### src/rtl/arbitro_bus_3_pkg.sv
// rtl/arbitro_bus_3_pkg.sv - shared types, constants and round-robin helper for the 3-way bus arbiter
package arbitro_bus_3_pkg;

  typedef enum logic {
    IDLE = 1'b0,
    BUSY = 1'b1
  } state_t;

  localparam logic [1:0] SEL_NONE = 2'd3;

  // First requester found scanning last_idx+1, +2, +3 (mod 3); 0 when nobody requests.
  function automatic logic [1:0] next_rr(input logic [2:0] req, input logic [1:0] last_idx);
    logic [1:0] pick;
    int c;
    pick = 2'd0;
    for (int j = 3; j >= 1; j--) begin
      c = (int'(last_idx) + j) % 3;
      if (req[c]) pick = 2'(c);
    end
    return pick;
  endfunction

endpackage

### src/rtl/arbitro_bus_3_if.sv
// rtl/arbitro_bus_3_if.sv - requester/consumer bus bundle seen by the arbiter
interface arbitro_bus_3_if;
  logic [2:0]  req;
  logic [31:0] data0;
  logic [31:0] data1;
  logic [31:0] data2;
  logic        out_ready;
  logic        out_valid;
  logic [31:0] out_data;
  logic        out_last;
  logic [2:0]  grant;
  logic [1:0]  sel;

  modport master (
    input  req, data0, data1, data2, out_ready,
    output out_valid, out_data, out_last, grant, sel
  );

  modport slave (
    output req, data0, data1, data2, out_ready,
    input  out_valid, out_data, out_last, grant, sel
  );
endinterface

### src/rtl/arbitro_bus_3_mux.sv
// rtl/arbitro_bus_3_mux.sv - 3-input 32-bit select mux; select 3 drives zero
module Mux_2a4 (
  input  logic [31:0] d0,
  input  logic [31:0] d1,
  input  logic [31:0] d2,
  input  logic [1:0]  sel,
  output logic [31:0] y
);

  always_comb begin
    case (sel)
      2'd0:    y = d0;
      2'd1:    y = d1;
      2'd2:    y = d2;
      default: y = 32'd0;
    endcase
  end

endmodule

### src/rtl/arbitro_bus_3.sv
// rtl/arbitro_bus_3.sv - round-robin arbiter sharing one 32-bit result bus among three requesters
module arbitro_bus_3
  import arbitro_bus_3_pkg::*;
#(
  parameter int MAX_BURST = 4
) (
  input logic           clk,
  input logic           rst,
  arbitro_bus_3_if.master bus
);

  localparam int CW = $clog2(MAX_BURST + 1);

  state_t          state;
  logic [CW-1:0]   count;
  logic [1:0]      last_idx;
  logic [1:0]      sel_q;
  logic [2:0]      grant_q;
  logic [1:0]      nxt_idx;
  logic            req_sel;
  logic            at_max;

  // grant_q is zero in IDLE, so this masks req without indexing by sel.
  assign req_sel = |(bus.req & grant_q);
  assign at_max  = (count == CW'(MAX_BURST - 1));
  assign nxt_idx = next_rr(bus.req, last_idx);

  assign bus.out_valid = req_sel;
  assign bus.out_last  = req_sel & at_max;
  assign bus.grant     = grant_q;
  assign bus.sel       = sel_q;

  Mux_2a4 u_mux (
    .d0  (bus.data0),
    .d1  (bus.data1),
    .d2  (bus.data2),
    .sel (sel_q),
    .y   (bus.out_data)
  );

  always_ff @(posedge clk or posedge rst) begin
    if (rst) begin
      state    <= IDLE;
      grant_q  <= 3'b000;
      sel_q    <= SEL_NONE;
      count    <= '0;
      last_idx <= 2'd2;
    end else begin
      case (state)
        IDLE: begin
          if (|bus.req) begin
            state   <= BUSY;
            grant_q <= 3'b001 << nxt_idx;
            sel_q   <= nxt_idx;
            count   <= '0;
          end
        end
        BUSY: begin
          // Withdraw and final accepted beat both release with one IDLE bubble.
          if (!req_sel || (bus.out_ready && at_max)) begin
            state    <= IDLE;
            last_idx <= sel_q;
            grant_q  <= 3'b000;
            sel_q    <= SEL_NONE;
          end else if (bus.out_ready) begin
            count <= count + 1'b1;
          end
        end
        default: state <= IDLE;
      endcase
    end
  end

endmodule

### src/flat_wrapper.sv
// flat-port wrapper written by rule: the top's interface ports become plain ports
module arbitro_bus_3_flat import arbitro_bus_3_pkg::*;
#(
  parameter int MAX_BURST = 4
)
  (clk, rst, bus_req, bus_data0, bus_data1, bus_data2, bus_out_ready, bus_out_valid, bus_out_data, bus_out_last, bus_grant, bus_sel);
  arbitro_bus_3_if bus_i ();
  input logic clk;
  input logic rst;
  input wire logic [$bits(bus_i.req)-1:0] bus_req;
  input wire logic [$bits(bus_i.data0)-1:0] bus_data0;
  input wire logic [$bits(bus_i.data1)-1:0] bus_data1;
  input wire logic [$bits(bus_i.data2)-1:0] bus_data2;
  input wire logic [$bits(bus_i.out_ready)-1:0] bus_out_ready;
  output wire logic [$bits(bus_i.out_valid)-1:0] bus_out_valid;
  output wire logic [$bits(bus_i.out_data)-1:0] bus_out_data;
  output wire logic [$bits(bus_i.out_last)-1:0] bus_out_last;
  output wire logic [$bits(bus_i.grant)-1:0] bus_grant;
  output wire logic [$bits(bus_i.sel)-1:0] bus_sel;
  assign bus_i.req = bus_req;
  assign bus_i.data0 = bus_data0;
  assign bus_i.data1 = bus_data1;
  assign bus_i.data2 = bus_data2;
  assign bus_i.out_ready = bus_out_ready;
  assign bus_out_valid = bus_i.out_valid;
  assign bus_out_data = bus_i.out_data;
  assign bus_out_last = bus_i.out_last;
  assign bus_grant = bus_i.grant;
  assign bus_sel = bus_i.sel;
  arbitro_bus_3 #(.MAX_BURST(MAX_BURST)) u_core (.clk(clk), .rst(rst), .bus(bus_i));
endmodule
### config.mk
export PLATFORM = sky130hd
export DESIGN_NAME = arbitro_bus_3_flat
export DESIGN_NICKNAME = d
export VERILOG_FILES = /design/src/rtl/arbitro_bus_3_pkg.sv /design/src/rtl/arbitro_bus_3_if.sv /design/src/rtl/arbitro_bus_3_mux.sv /design/src/rtl/arbitro_bus_3.sv /design/src/flat_wrapper.sv
export SDC_FILE = /design/constraint.sdc
export NUM_CORES = 1
export LEC_CHECK = 0
export BUFFER_PORTS_ARGS = -buffer_cell sky130_fd_sc_hd__buf_2
export CAP_MARGIN = 20
export CELL_PAD_IN_SITES_DETAIL_PLACEMENT = 0
export CELL_PAD_IN_SITES_GLOBAL_PLACEMENT = 2
export CORE_MARGIN = 2
export CORE_UTILIZATION = 14
export CTS_CLUSTER_DIAMETER = 30
export DETAILED_ROUTE_END_ITERATION = 10
export PLACE_DENSITY_LB_ADDON = 0.1
export SYNTH_ARGS = -nofsm -noshare
export SYNTH_HDL_FRONTEND = slang
export SYNTH_SLANG_ARGS = --single-unit
### constraint.sdc
create_clock -name clk -period 1.6 [get_ports clk]
set_input_delay 0.16 -clock clk [delete_from_list [all_inputs] [get_ports clk]]
set_output_delay 0.16 -clock clk [all_outputs]
set_load 0.02 [all_outputs]
==> summary.md, run 1 <==
| Metric | Value |
|---|---|
| Outcome | `complete, but fails checks` |
| Failing checks | `negative setup slack` |
| Reg-to-reg slack, setup | `-100 ps` |
| Total GRT Usage | `0.101` |
| Synth Area in XOR/XNOR | `0` |
| Total wire length | `6690 um` |
| Min setup slack post-route | `-177 ps` |
| Drt initial violations | `37` |
| Worst path arrival time | `1620 ps` |
| Root buffer cell | `clkbuf_8` |
| Clock Skew | `2.86 ps` |
| Peak VDD IR | `791 uV` |
| Startpoint types | `flop` |
| Max-cap violation count | `0` |
| CTS tree | `done` |
| Slowest stage delay, CP | `630 ps` |
| Top cell by count, worst path | `buf_12` |
| Final Setup Violations | `35` |
| Slew Limit Fails | `0` |
| Crit path capture | `bus_out_data[1]` |
| Warnings, synthesis | `0` |
| Final hold vios | `0` |
| DR vias | `1918` |
| CTS max path bufs | `2` |
| Synth unique cells | `32` |
| Worst Setup SP | `u_core.bus.sel[1]$_DFFE_PP1P_` |
| Synth Area in Compound Gates | `0.216` |
| Post-layout minimum cycle time | `1780 ps` |
| Multiplexer share of the synthesized area | `0.272` |
| PnR Total Power | `6.47 mW` |
| Reg-to-Reg Start | `u_core.last_idx[1]$_DFFE_PP1P_` |
| Nets@finish | `448` |
| Max frequency | `0.563 GHz` |
| CP required | `1440 ps` |
| Initial DRT Pass Iterations | `4` |
| Fraction of layout cells with a size suffix above 1 | `0.746` |
| Core Rows | `35` |
| DP Worst Slack | `-79.8 ps` |
| Die W | `102 um` |
| Worst hold start | `bus_req[2]` |
| Most frequent cells in the layout | `buf_2 (115), nand2_1 (34), o21ai_2 (30), buf_6 (26), mux2i_1 (18)` |
| Pin count of the biggest net entering global routing | `36` |
| Slowest stage cell on the critical path | `dfstp_4` |
| CP Class | `reg -> out` |
| PortBufs | `140` |
| Worst Path Max Fanout | `7` |
| Vias in the first global route | `1653` |
| Tcrit/Tclk final | `1.11` |
| Core footprint | `9240 um^2` |
| Synth Instances | `179` |
| HPWL after detailed placement | `4540 um` |
| Fillers | `967` |
| Synth Register Bits | `11` |
| Hold WC Path Type | `in -> reg` |
| Area Growth Syn to Fin | `135%` |
| Syn nets | `287` |
| Sink Count | `11` |
| Die area | `10300 um^2` |
| Ant. Diodes | `0` |
| RSZ-0062 raised after global routing | `true` |
| Area of the multi-input gates | `1380 um^2` |
| Clk slew on worst S/H paths | `50 ps` |
| Synth Area per Inst | `7.46 um^2` |
| Total global routing overflow | `0` |
| Worst reg2reg path depth | `5` |
| H-tree Lvls | `1` |
| Num CTS Buffers | `3` |
| Synthesized-area fraction occupied by adder cells | `0.0562` |
| Leakage | `1.51 nW` |
| Vias per inst | `4.10` |
| Antenna violations before repair | `0` |
| Post-DRT Antenna Nets | `0` |
| Largest family of logic cells by synthesized area | `multiplexers` |
| Starting Density | `0.144` |
| Crit path cell chain | `buf_12 -> buf_12 -> mux2i_4 -> o21ai_1 -> buf_4` |
| Wire per inst | `14.3 um` |
| Die H | `102 um` |
| Clock Latency Late Sink | `230 ps` |
| Register area share after synthesis | `0.209` |
| CP endpoint kind | `primary output` |
| First-pass GRT wire length | `8440 um` |
| Worst rel slew slack | `0.710` |
| PwrDens | `2060 nW/um^2` |
| # IOs | `141` |
| Post-Synth Simple-Gate Area | `0.191` |
| Sequential cell area | `284 um^2` |
| GP Congestion | `0.763` |
| Worst-Margin Slew | `434 ps` |
| Cell Area, Synth | `1340 um^2` |
| Worst r2r dst | `u_core.bus.grant[1]$_DFFE_PP0P_` |
| Commonest non-fill, non-tap cell in the layout | `buf_2` |
| # DRC | `0` |
per-layer routing:
| layer | global-route usage | part of all wire | up-vias |
|---|---|---|---|
| met5 | 0 | 0 | - |
| met4 | 0.0218 | 0.0040 | 0 |
| met3 | 0.0110 | 0.066 | 2 |
| met2 | 0.187 | 0.53 | 79 |
| met1 | 0.125 | 0.40 | 884 |
| li1 | - | - | 953 |
power by group:
group | internal (mW) | switching [mW]
combinational | 2.85 | 2.78
sequential | 0.438 | 0.127
clock | 0.175 | 0.101
cells in the mapped netlist:
cell,n,share of area
a222oi_1,1,0.0075
a211oi_1,1,0.0056
mux2i_1,34,0.25
or2_2,3,0.014
ha_1,6,0.056
o21a_1,1,0.0056
dfstp_2,3,0.059
nand2_1,41,0.12
inv_1,7,0.020
nor2b_1,3,0.014
o21ai_2,1,0.0066
dfrtp_1,8,0.15
and2_4,1,0.0066
o21ai_0,34,0.13
clkbuf_1,9,0.025
a21boi_0,1,0.0056
a32oi_1,1,0.0066
a32o_1,1,0.0075
o22a_1,1,0.0066
nand2b_1,1,0.0047
buf_2,3,0.011
nor2_1,2,0.0056
a21oi_1,3,0.011
nand3b_1,1,0.0056
mux2_1,2,0.017
o31ai_1,2,0.011
o2bb2ai_1,1,0.0066
nor3_1,3,0.011
and2b_1,1,0.0056
and2_1,1,0.0047
a21bo_2,1,0.0075
nand3_1,1,0.0037
state kept, by name, indices dropped and copies added, names as in the netlist:
register	count
u_core.last_idx	2
u_core.state	1
u_core.bus.grant	3
u_core.bus.sel	2
u_core.count	3
layout make-up:
class	instances	share of cell area
multi-input combinational	149	0.441
timing repair buffer	168	0.394
sequential	11	0.0905
tap	129	0.0514
clock buffer	4	0.0144
inverter	7	0.00917
worst max-delay path, delay by kind of cell (launching register included):
| family | cells | cell delay (ps) |
|---|---|---|
| multiplexers | 1 | 240 |
| AO/OA/AOI/OAI | 1 | 80 |
| buffers and inverters | 3 | 430 |
| flip-flops | 1 | 630 |
how the worst min path moves through the flow:
stage	endpoint	slack, ps	cells past startpoint
4_1_cts	u_core.bus.grant[2]$_DFFE_PP0P_	260	2
2_1_floorplan	u_core.bus.grant[0]$_DFFE_PP0P_	10	1
3_3_place_gp	u_core.count[1]$_DFFE_PP0P_	190	2
3_5_place_dp	u_core.state$_DFF_PP0_	190	2
6_report	u_core.bus.grant[2]$_DFFE_PP0P_	270	2
5_1_grt	u_core.bus.grant[2]$_DFFE_PP0P_	280	2
per-stage QoR:
step / area [um^2] / instances / utilization / hold slack, ps / TNS (ps)
after floorplan: 1480 / 179 / - / 10.2 / 0
after global placement: 2430 / 447 / 0.263 / 188 / -215
after detailed placement: 2430 / 447 / 0.263 / 193 / -323
after CTS: 2620 / 456 / 0.283 / 264 / -4180
after global routing: 3140 / 468 / 0.340 / 281 / -6760
final: 3140 / 468 / 0.340 / 271 / -4620
cell families after synthesis:
logic type               count (synthesis)
AND/OR/NAND/NOR                         58
AO/OA/AOI/OAI                           49
multiplexers                            36
buffers and inverters                   19
flip-flops                              11
adder cells (fa/ha/maj)                  6
what timing repair did:
action	CTS	global route
hold buffers	1	0
resized for setup	28	86
hold endpoints to repair	8	0
pin swaps	10	20
gates cloned	0	7
setup endpoints to repair	41	44
buffers inserted	4	5
Note: power is estimated with default switching activity, not from simulation.
==> run 2: changes to the inputs <==
- ABC_AREA: unset -> 1
- CTS_CLUSTER_SIZE: unset -> 40
==> run 2 against run 1 <==
Net effect: the flow still finishes with violations (negative setup slack); non-clock buffer count decreased by 19; count of clock-buffer cells in the layout unchanged; flip-flop and latch count unchanged; clock power increased by 2%; worst hold slack improved by 24 ps; die area increased by 6.3%; wire length decreased by 0.37%; total power decreased by 27%; critical path depth decreased by 1; largest power group unchanged; sequential power increased by 5.1%; core utilization decreased by 9.4 points.
==> summary.md, run 2 <==
| Metric | Value |
|---|---|
| Vias per inst | `4.32 (+5.3%)` |
| Total GRT Usage | `0.113 (+0.0124)` |
| Die H | `105 um (+3.1%)` |
| Total wire length | `6660 um (-0.37%)` |
| Most instantiated library cell after synthesis | `nand3_1` |
| Core Rows | `36 (+2.9%)` |
| Core footprint | `9820 um^2 (+6.3%)` |
| Placed cell count | `505 (+13%)` |
| Synth Register Bits | `11 (unchanged)` |
| Tcrit/Tclk final | `1.00 (-0.107)` |
| Hold Path Cell Cnt | `3 (+1)` |
| Clock Skew | `2.76 ps (-0.107 ps)` |
| Vias in the first global route | `2111 (+28%)` |
| Synth Area per Inst | `5.88 um^2 (-21%)` |
| Wire per inst | `13.0 um (-8.8%)` |
| Area Growth Syn to Fin | `69.7%` |
| Worst hold start | `bus_out_ready` |
| PwrDens | `1950 nW/um^2 (-5.5%)` |
| CP Class | `reg -> out` |
| Failing checks | `negative setup slack` |
| Top-area cell type share of the netlist area | `0.373 (+0.118)` |
| First-pass GRT wire length | `10200 um (+21%)` |
| Top post-synthesis cells by count | `nand3_1 (106), nand2_1 (57), inv_1 (16)` |
| PortBufs | `140 (unchanged)` |
| HPWL after detailed placement | `5250 um (+16%)` |
| Syn nets | `350 (+22%)` |
| Int Pwr | `1.95 mW (-44%)` |
| Clock Latency Late Sink | `240 ps (about the same)` |
| Synth Instances | `242 (+35%)` |
| EDFF count, synth | `0 (unchanged)` |
| Worst reg2reg path depth | `9 (+4)` |
| Die area | `11000 um^2 (+6.3%)` |
| Most frequent cells in the layout | `buf_2 (140), nand3_1 (105), nand2_1 (54), inv_1 (14), dfrtp_1 (8)` |
| CP endpoint kind | `primary output` |
| Num CTS Buffers | `3 (unchanged)` |
| Clk pwr share | `0.060 (+0.017)` |
| Outcome | `complete, but fails checks` |
| CTS tree | `done` |
| Nets@finish | `487 (+8.7%)` |
| Initial DRT Pass Iterations | `4 (unchanged)` |
| # IOs | `141 (unchanged)` |
| Main synth FF type | `dfrtp_1` |
| Reg-to-Reg Start | `u_core.last_idx[1]$_DFFE_PP1P_` |
| Switching pwr | `2.76 mW (-8.2%)` |
| Commonest non-fill, non-tap cell in the layout | `buf_2` |
| Synth unique cells | `21 (-34%)` |
| Startpoint types | `flop` |
| Hold WC Path Type | `in -> reg` |
| Async set-or-reset flop fraction in the synthesized netlist | `1.00 (unchanged)` |
| Core Util, Final | `0.246 (-0.0937)` |
| Fraction of layout cells with a size suffix above 1 | `0.479 (-0.267)` |
| Worst Path Max Fanout | `34 (+27)` |
| Drt initial violations | `69 (+86%)` |
| Sequential power share | `0.126 (+0.039)` |
| Clk slew on worst S/H paths | `50 ps (about the same)` |
| Final hold vios | `0 (unchanged)` |
| Antenna violations before repair | `0 (unchanged)` |
| CTS max path bufs | `2 (unchanged)` |
| Combinational fraction of design power | `0.814 (-0.056)` |
| Ant. Diodes | `0 (unchanged)` |
| Worst Setup SP | `u_core.bus.sel[0]$_DFFE_PP1P_` |
| Starting Density | `0.145 (+0.000396)` |
| Total global routing overflow | `0 (unchanged)` |
| DR vias | `2206 (+15%)` |
| Net Sw Frac | `0.587 (+0.122)` |
| H-tree Lvls | `1 (unchanged)` |
| Finished layout cell area | `2410 um^2 (-23%)` |
| Final Setup Violations | `1 (-97%)` |
| Max frequency | `0.623 GHz (+11%)` |
| Die W | `105 um (+3.1%)` |
| GP Congestion | `0.770 (+0.96%)` |
| Warnings, synthesis | `0 (unchanged)` |
| Top cell type by total area after synthesis | `nand3_1` |
| Cell Area, Synth | `1420 um^2 (+6.6%)` |
| Leakage | `1.32 nW (-12%)` |
| Worst rel slew slack | `0.701 (-0.00937)` |
| Pin count of the biggest net entering global routing | `35 (-2.8%)` |
| Min setup slack post-route | `-5.79 ps (+171 ps)` |
| Register area share after synthesis | `0.196 (-0.0129)` |
| Sink Count | `11 (unchanged)` |
| Worst-Margin Slew | `448 ps (+14.0 ps)` |
| Final hold slack | `295 ps (+23.7 ps)` |
| Post-DRT Antenna Nets | `0 (unchanged)` |
| Final Non-Filler Cells | `511 (+9.2%)` |
| DP Area | `2270 um^2 (-6.2%)` |
| Ranking of synthesized cells by area | `nand3_1 (37%), nand2_1 (15%), dfrtp_1 (14%)` |
| Root buffer cell | `clkbuf_8` |
| Max-cap violation count | `0 (unchanged)` |
| Slew Limit Fails | `0 (unchanged)` |
| CP required | `1440 ps (about the same)` |
| RSZ-0062 raised after global routing | `true` |
| # DRC | `0 (unchanged)` |
| Worst path arrival time | `1450 ps (-170 ps)` |
| Peak VDD IR | `525 uV (-34%)` |
| Post-layout minimum cycle time | `1610 ps (-171 ps)` |
[run 2: cell count changes in the layout (fill, tap and decap cells not counted), moves of 6 or more]
cell	before	now
nand3_1	1	105
o21ai_2	30	0
buf_2	115	140
buf_6	26	2
nand2_1	34	54
mux2i_1	18	0
buf_4	15	3
mux2i_2	10	0
inv_1	6	14
mux2i_4	6	0
o21ai_1	1	7
[run 2: what timing repair did]
item,CTS,global route
resized for setup,7,15
endpoints found under the setup margin,33,37
cloned,0,0
hold buffers,1,0
buffers inserted,0,1
hold endpoints to repair,8,0
pin swaps,0,4
[run 2: final cells by class]
| class | count | area [um^2] |
|---|---|---|
| Tap cell | 133 | 166 |
| Multi-Input combinational cell | 192 | 1030 |
| Clock buffer | 4 | 45.0 |
| Inverter | 22 | 90.1 |
| Timing Repair Buffer | 149 | 806 |
| Fill cell | 1182 | 7400 |
| Sequential cell | 11 | 279 |
[run 2: final timing paths]
kind,endpoint,slack (ps)
worst max-delay path,bus_out_data[2],-6
worst min-delay path,u_core.count[0]$_DFFE_PP0P_,300
worst max register to register,u_core.bus.grant[0]$_DFFE_PP0P_,70
worst min register to register,u_core.count[0]$_DFFE_PP0P_,480
max in group asynchronous,u_core.last_idx[1]$_DFFE_PP1P_,790
min in group asynchronous,u_core.count[2]$_DFFE_PP0P_,470
[run 2: per-stage QoR]
stage	setup WS, ps	setup TNS [ps]	total power, mW
final	-5.79	-5.79	4.71
after global routing	-88.1	-1970	5.17
after global placement	-25.9	-25.9	4.30
after CTS	-17.2	-90.8	4.61
after detailed placement	6.65	0	4.24
after floorplan	93.0	0	3.00
[run 2: logic make-up after synthesis]
logic type | Yosys count | share of synthesized area
buffers and inverters | 39 | 0.114
AO/OA/AOI/OAI | 11 | 0.0413
adder cells (fa/ha/maj) | 6 | 0.0528
AND/OR/NAND/NOR | 175 | 0.595
flip-flops | 11 | 0.196
[run 2: per-layer routing]
metal / track usage / routed length [um] / up-vias
met2: 0.217 / 3510 / 91
li1: - / - / 1093
met1: 0.121 / 2510 / 1014
met3: 0.0318 / 526 / 8
met5: 0 / 0 / -
met4: 0.0305 / 112 / 0
[run 2: worst max-delay path: stages (launching register included)]
cell and delay [ps]:
dfstp_2 630, inv_4 190, nand3_1 120, nand3_1 90, buf_2 170
[run 2: power groups by stage]
stage	Clock, mW	Sequential [mW]	Combinational, mW
3_3_place_gp	0	0.551	3.75
5_1_grt	0.313	0.614	4.25
3_5_place_dp	0	0.560	3.68
6_report	0.281	0.594	3.83
2_1_floorplan	0	0.589	2.41
4_1_cts	0.297	0.576	3.74
==> run 3: changes to the inputs <==
- ABC_CLOCK_PERIOD_IN_PS: unset -> 1600
- CAP_MARGIN: 20 -> 0
- RECOVER_POWER: unset -> 100
==> run 3 against run 2 <==
Net effect: the run still ends with negative setup slack left; register-to-register slack is essentially flat; maximum frequency decreased by 0.28%; largest power group unchanged; highest routed layer unchanged; die area unchanged; cell count unchanged; final area fell by 0.62%.
==> summary.md, run 3 (same netlist as run 2, synthesis figures left out) <==
| Metric | Value |
|---|---|
| Outcome | `complete, but fails checks` |
| Failing checks | `negative setup slack` |
| Hold WC Path Type | `in -> reg` |
| # IOs | `141 (unchanged)` |
| Combinational fraction of design power | `0.814 (about the same)` |
| Post-DRT Antenna Nets | `0 (unchanged)` |
| PortBufs | `140 (unchanged)` |
| Startpoint types | `flop` |
| CTS max path bufs | `2 (unchanged)` |
| Clock Latency Late Sink | `240 ps (about the same)` |
| Core footprint | `9820 um^2 (unchanged)` |
| Vias per inst | `4.30 (-0.36%)` |
| Final hold slack | `296 ps (+0.577 ps)` |
| Leakage | `1.31 nW (-1.3%)` |
| Finished layout cell area | `2400 um^2 (-0.62%)` |
| Fraction of layout cells with a size suffix above 1 | `0.463 (-0.0159)` |
| Slew Limit Fails | `0 (unchanged)` |
| Commonest non-fill, non-tap cell in the layout | `buf_2` |
| DP Worst Slack | `6.65 ps (unchanged)` |
| Clk slew on worst S/H paths | `50 ps (about the same)` |
| Nets@finish | `487 (unchanged)` |
| Total GRT Usage | `0.113 (unchanged)` |
| Clock Skew | `2.08 ps (-0.676 ps)` |
| Total global routing overflow | `0 (unchanged)` |
| HPWL after detailed placement | `5250 um (unchanged)` |
| First-pass GRT wire length | `10200 um (unchanged)` |
| Int Pwr | `1.92 mW (-1.2%)` |
| Final hold vios | `0 (unchanged)` |
| Worst hold start | `bus_out_ready` |
| Wire per inst | `13.1 um (+0.14%)` |
| Most frequent cells in the layout | `buf_2 (136), nand3_1 (105), nand2_1 (56), inv_1 (14), dfrtp_1 (8)` |
| Top Layer Used | `met4` |
| PwrDens | `1940 nW/um^2 (-0.25%)` |
| Area Growth Syn to Fin | `68.7%` |
| Pin count of the biggest net entering global routing | `35 (unchanged)` |
| Max-cap violation count | `0 (unchanged)` |
| Worst Setup SP | `u_core.bus.sel[0]$_DFFE_PP1P_` |
| Die H | `105 um (unchanged)` |
| Ant. Diodes | `0 (unchanged)` |
| Placed cell count | `505 (unchanged)` |
| Tcrit/Tclk final | `1.01 (+0.00283)` |
| Vias in the first global route | `2111 (unchanged)` |
| Clk pwr share | `0.060 (about the same)` |
| Root buffer cell | `clkbuf_8` |
| Worst path arrival time | `1450 ps (about the same)` |
| # DRC | `0 (unchanged)` |
| CP endpoint kind | `primary output` |
| Max frequency | `0.621 GHz (-0.28%)` |
| Worst Path Max Fanout | `34 (unchanged)` |
| Die W | `105 um (unchanged)` |
| H-tree Lvls | `1 (unchanged)` |
| Met1 wire length | `2520 um (+0.32%)` |
| WL met2 | `3510 um (-0.20%)` |
| Final Setup Violations | `1 (unchanged)` |
| Peak VDD IR | `525 uV (about the same)` |
| DR vias | `2198 (-0.36%)` |
| Final Non-Filler Cells | `511 (unchanged)` |
| Num CTS Buffers | `3 (unchanged)` |
| DR WL met3 | `526 um (unchanged)` |
| Total wire length | `6670 um (+0.14%)` |
| Min setup slack post-route | `-10.3 ps (-4.53 ps)` |
| Die area | `11000 um^2 (unchanged)` |
| Post-layout minimum cycle time | `1610 ps (+4.53 ps)` |
| DP Area | `2270 um^2 (unchanged)` |
| Worst-Margin Slew | `449 ps (+1.18 ps)` |
| Sink Count | `11 (unchanged)` |
| GP Congestion | `0.770 (unchanged)` |
| Worst rel slew slack | `0.700 (-0.000786)` |
| Net Sw Frac | `0.588 (+0.00126)` |
| Core Rows | `36 (unchanged)` |
| Switching pwr | `2.74 mW (-0.66%)` |
| Starting Density | `0.145 (unchanged)` |
| CP required | `1440 ps (about the same)` |
| Sequential power share | `0.126 (about the same)` |
| CTS tree | `done` |
| Reg-to-Reg Start | `u_core.last_idx[1]$_DFFE_PP1P_` |
| CP Class | `reg -> out` |
| Drt initial violations | `72 (+4.3%)` |
| Core Util, Final | `0.244 (-0.00153)` |
| Antenna violations before repair | `0 (unchanged)` |
| RSZ-0062 raised after global routing | `true` |
| Initial DRT Pass Iterations | `4 (unchanged)` |
==> run 3: cell types whose count changed in the layout (fill, tap and decap cells not counted) <==
cell,previous run,this run
o21ai_1,7,6
clkbuf_1,1,5
nand2_4,2,1
nand2_2,5,4
o21ai_0,2,3
buf_2,140,136
nand2_1,54,56
==> run 3: final timing paths <==
kind,end,slack [ps],cells after the start
setup reg to reg,u_core.bus.grant[0]$_DFFE_PP0P_,70,9
hold reg to reg,u_core.count[0]$_DFFE_PP0P_,480,1
min in group asynchronous,u_core.count[2]$_DFFE_PP0P_,470,3
setup / recovery,bus_out_data[2],-10,4
hold / removal,u_core.count[0]$_DFFE_PP0P_,300,3
max in group asynchronous,u_core.last_idx[1]$_DFFE_PP1P_,790,3
==> run 3: repair_timing <==
item                                   in CTS  in global routing
pin swaps                                   0                  4
hold buffers                                1                  0
buffers inserted                            0                  1
endpoints found under the hold margin       8                  0
setup endpoints to repair                  33                 37
resized for setup                           7                 15
==> run 3: layout make-up <==
cell class	count	area [um^2]
fill	1184	7420
multi-input combinational	192	1020
timing repair buffer	149	801
sequential	11	279
tap	133	166
inverter	22	90.1
clock buffer	4	45.0
==> run 3: worst max-delay path: stages (launching register included) <==
cell and delay, ps:
dfstp_2 630, inv_4 190, nand3_1 120, nand3_1 90, buf_2 170
==> run 3: per-layer routing <==
metal  track usage  vias to the layer above
li1              -                     1094
met1         0.121                     1002
met2         0.217                       92
met3        0.0318                       10
met4        0.0305                        0
met5             0                        -
==> run 3: power groups by stage <==
stage / Sequential (mW) / Clock, mW / Combinational (mW)
floorplan: 0.589 / 0 / 2.41
detailed placement: 0.560 / 0 / 3.68
finish: 0.588 / 0.280 / 3.80
global route: 0.608 / 0.313 / 4.21
global placement: 0.551 / 0 / 3.75
CTS: 0.576 / 0.297 / 3.74
==> run 3: stage by stage <==
step / total power [mW] / TNS, ps
6_report: 4.67 / -10.3
5_1_grt: 5.13 / -2040
4_1_cts: 4.61 / -90.8
3_5_place_dp: 4.24 / 0
3_3_place_gp: 4.30 / -25.9
2_1_floorplan: 3.00 / 0
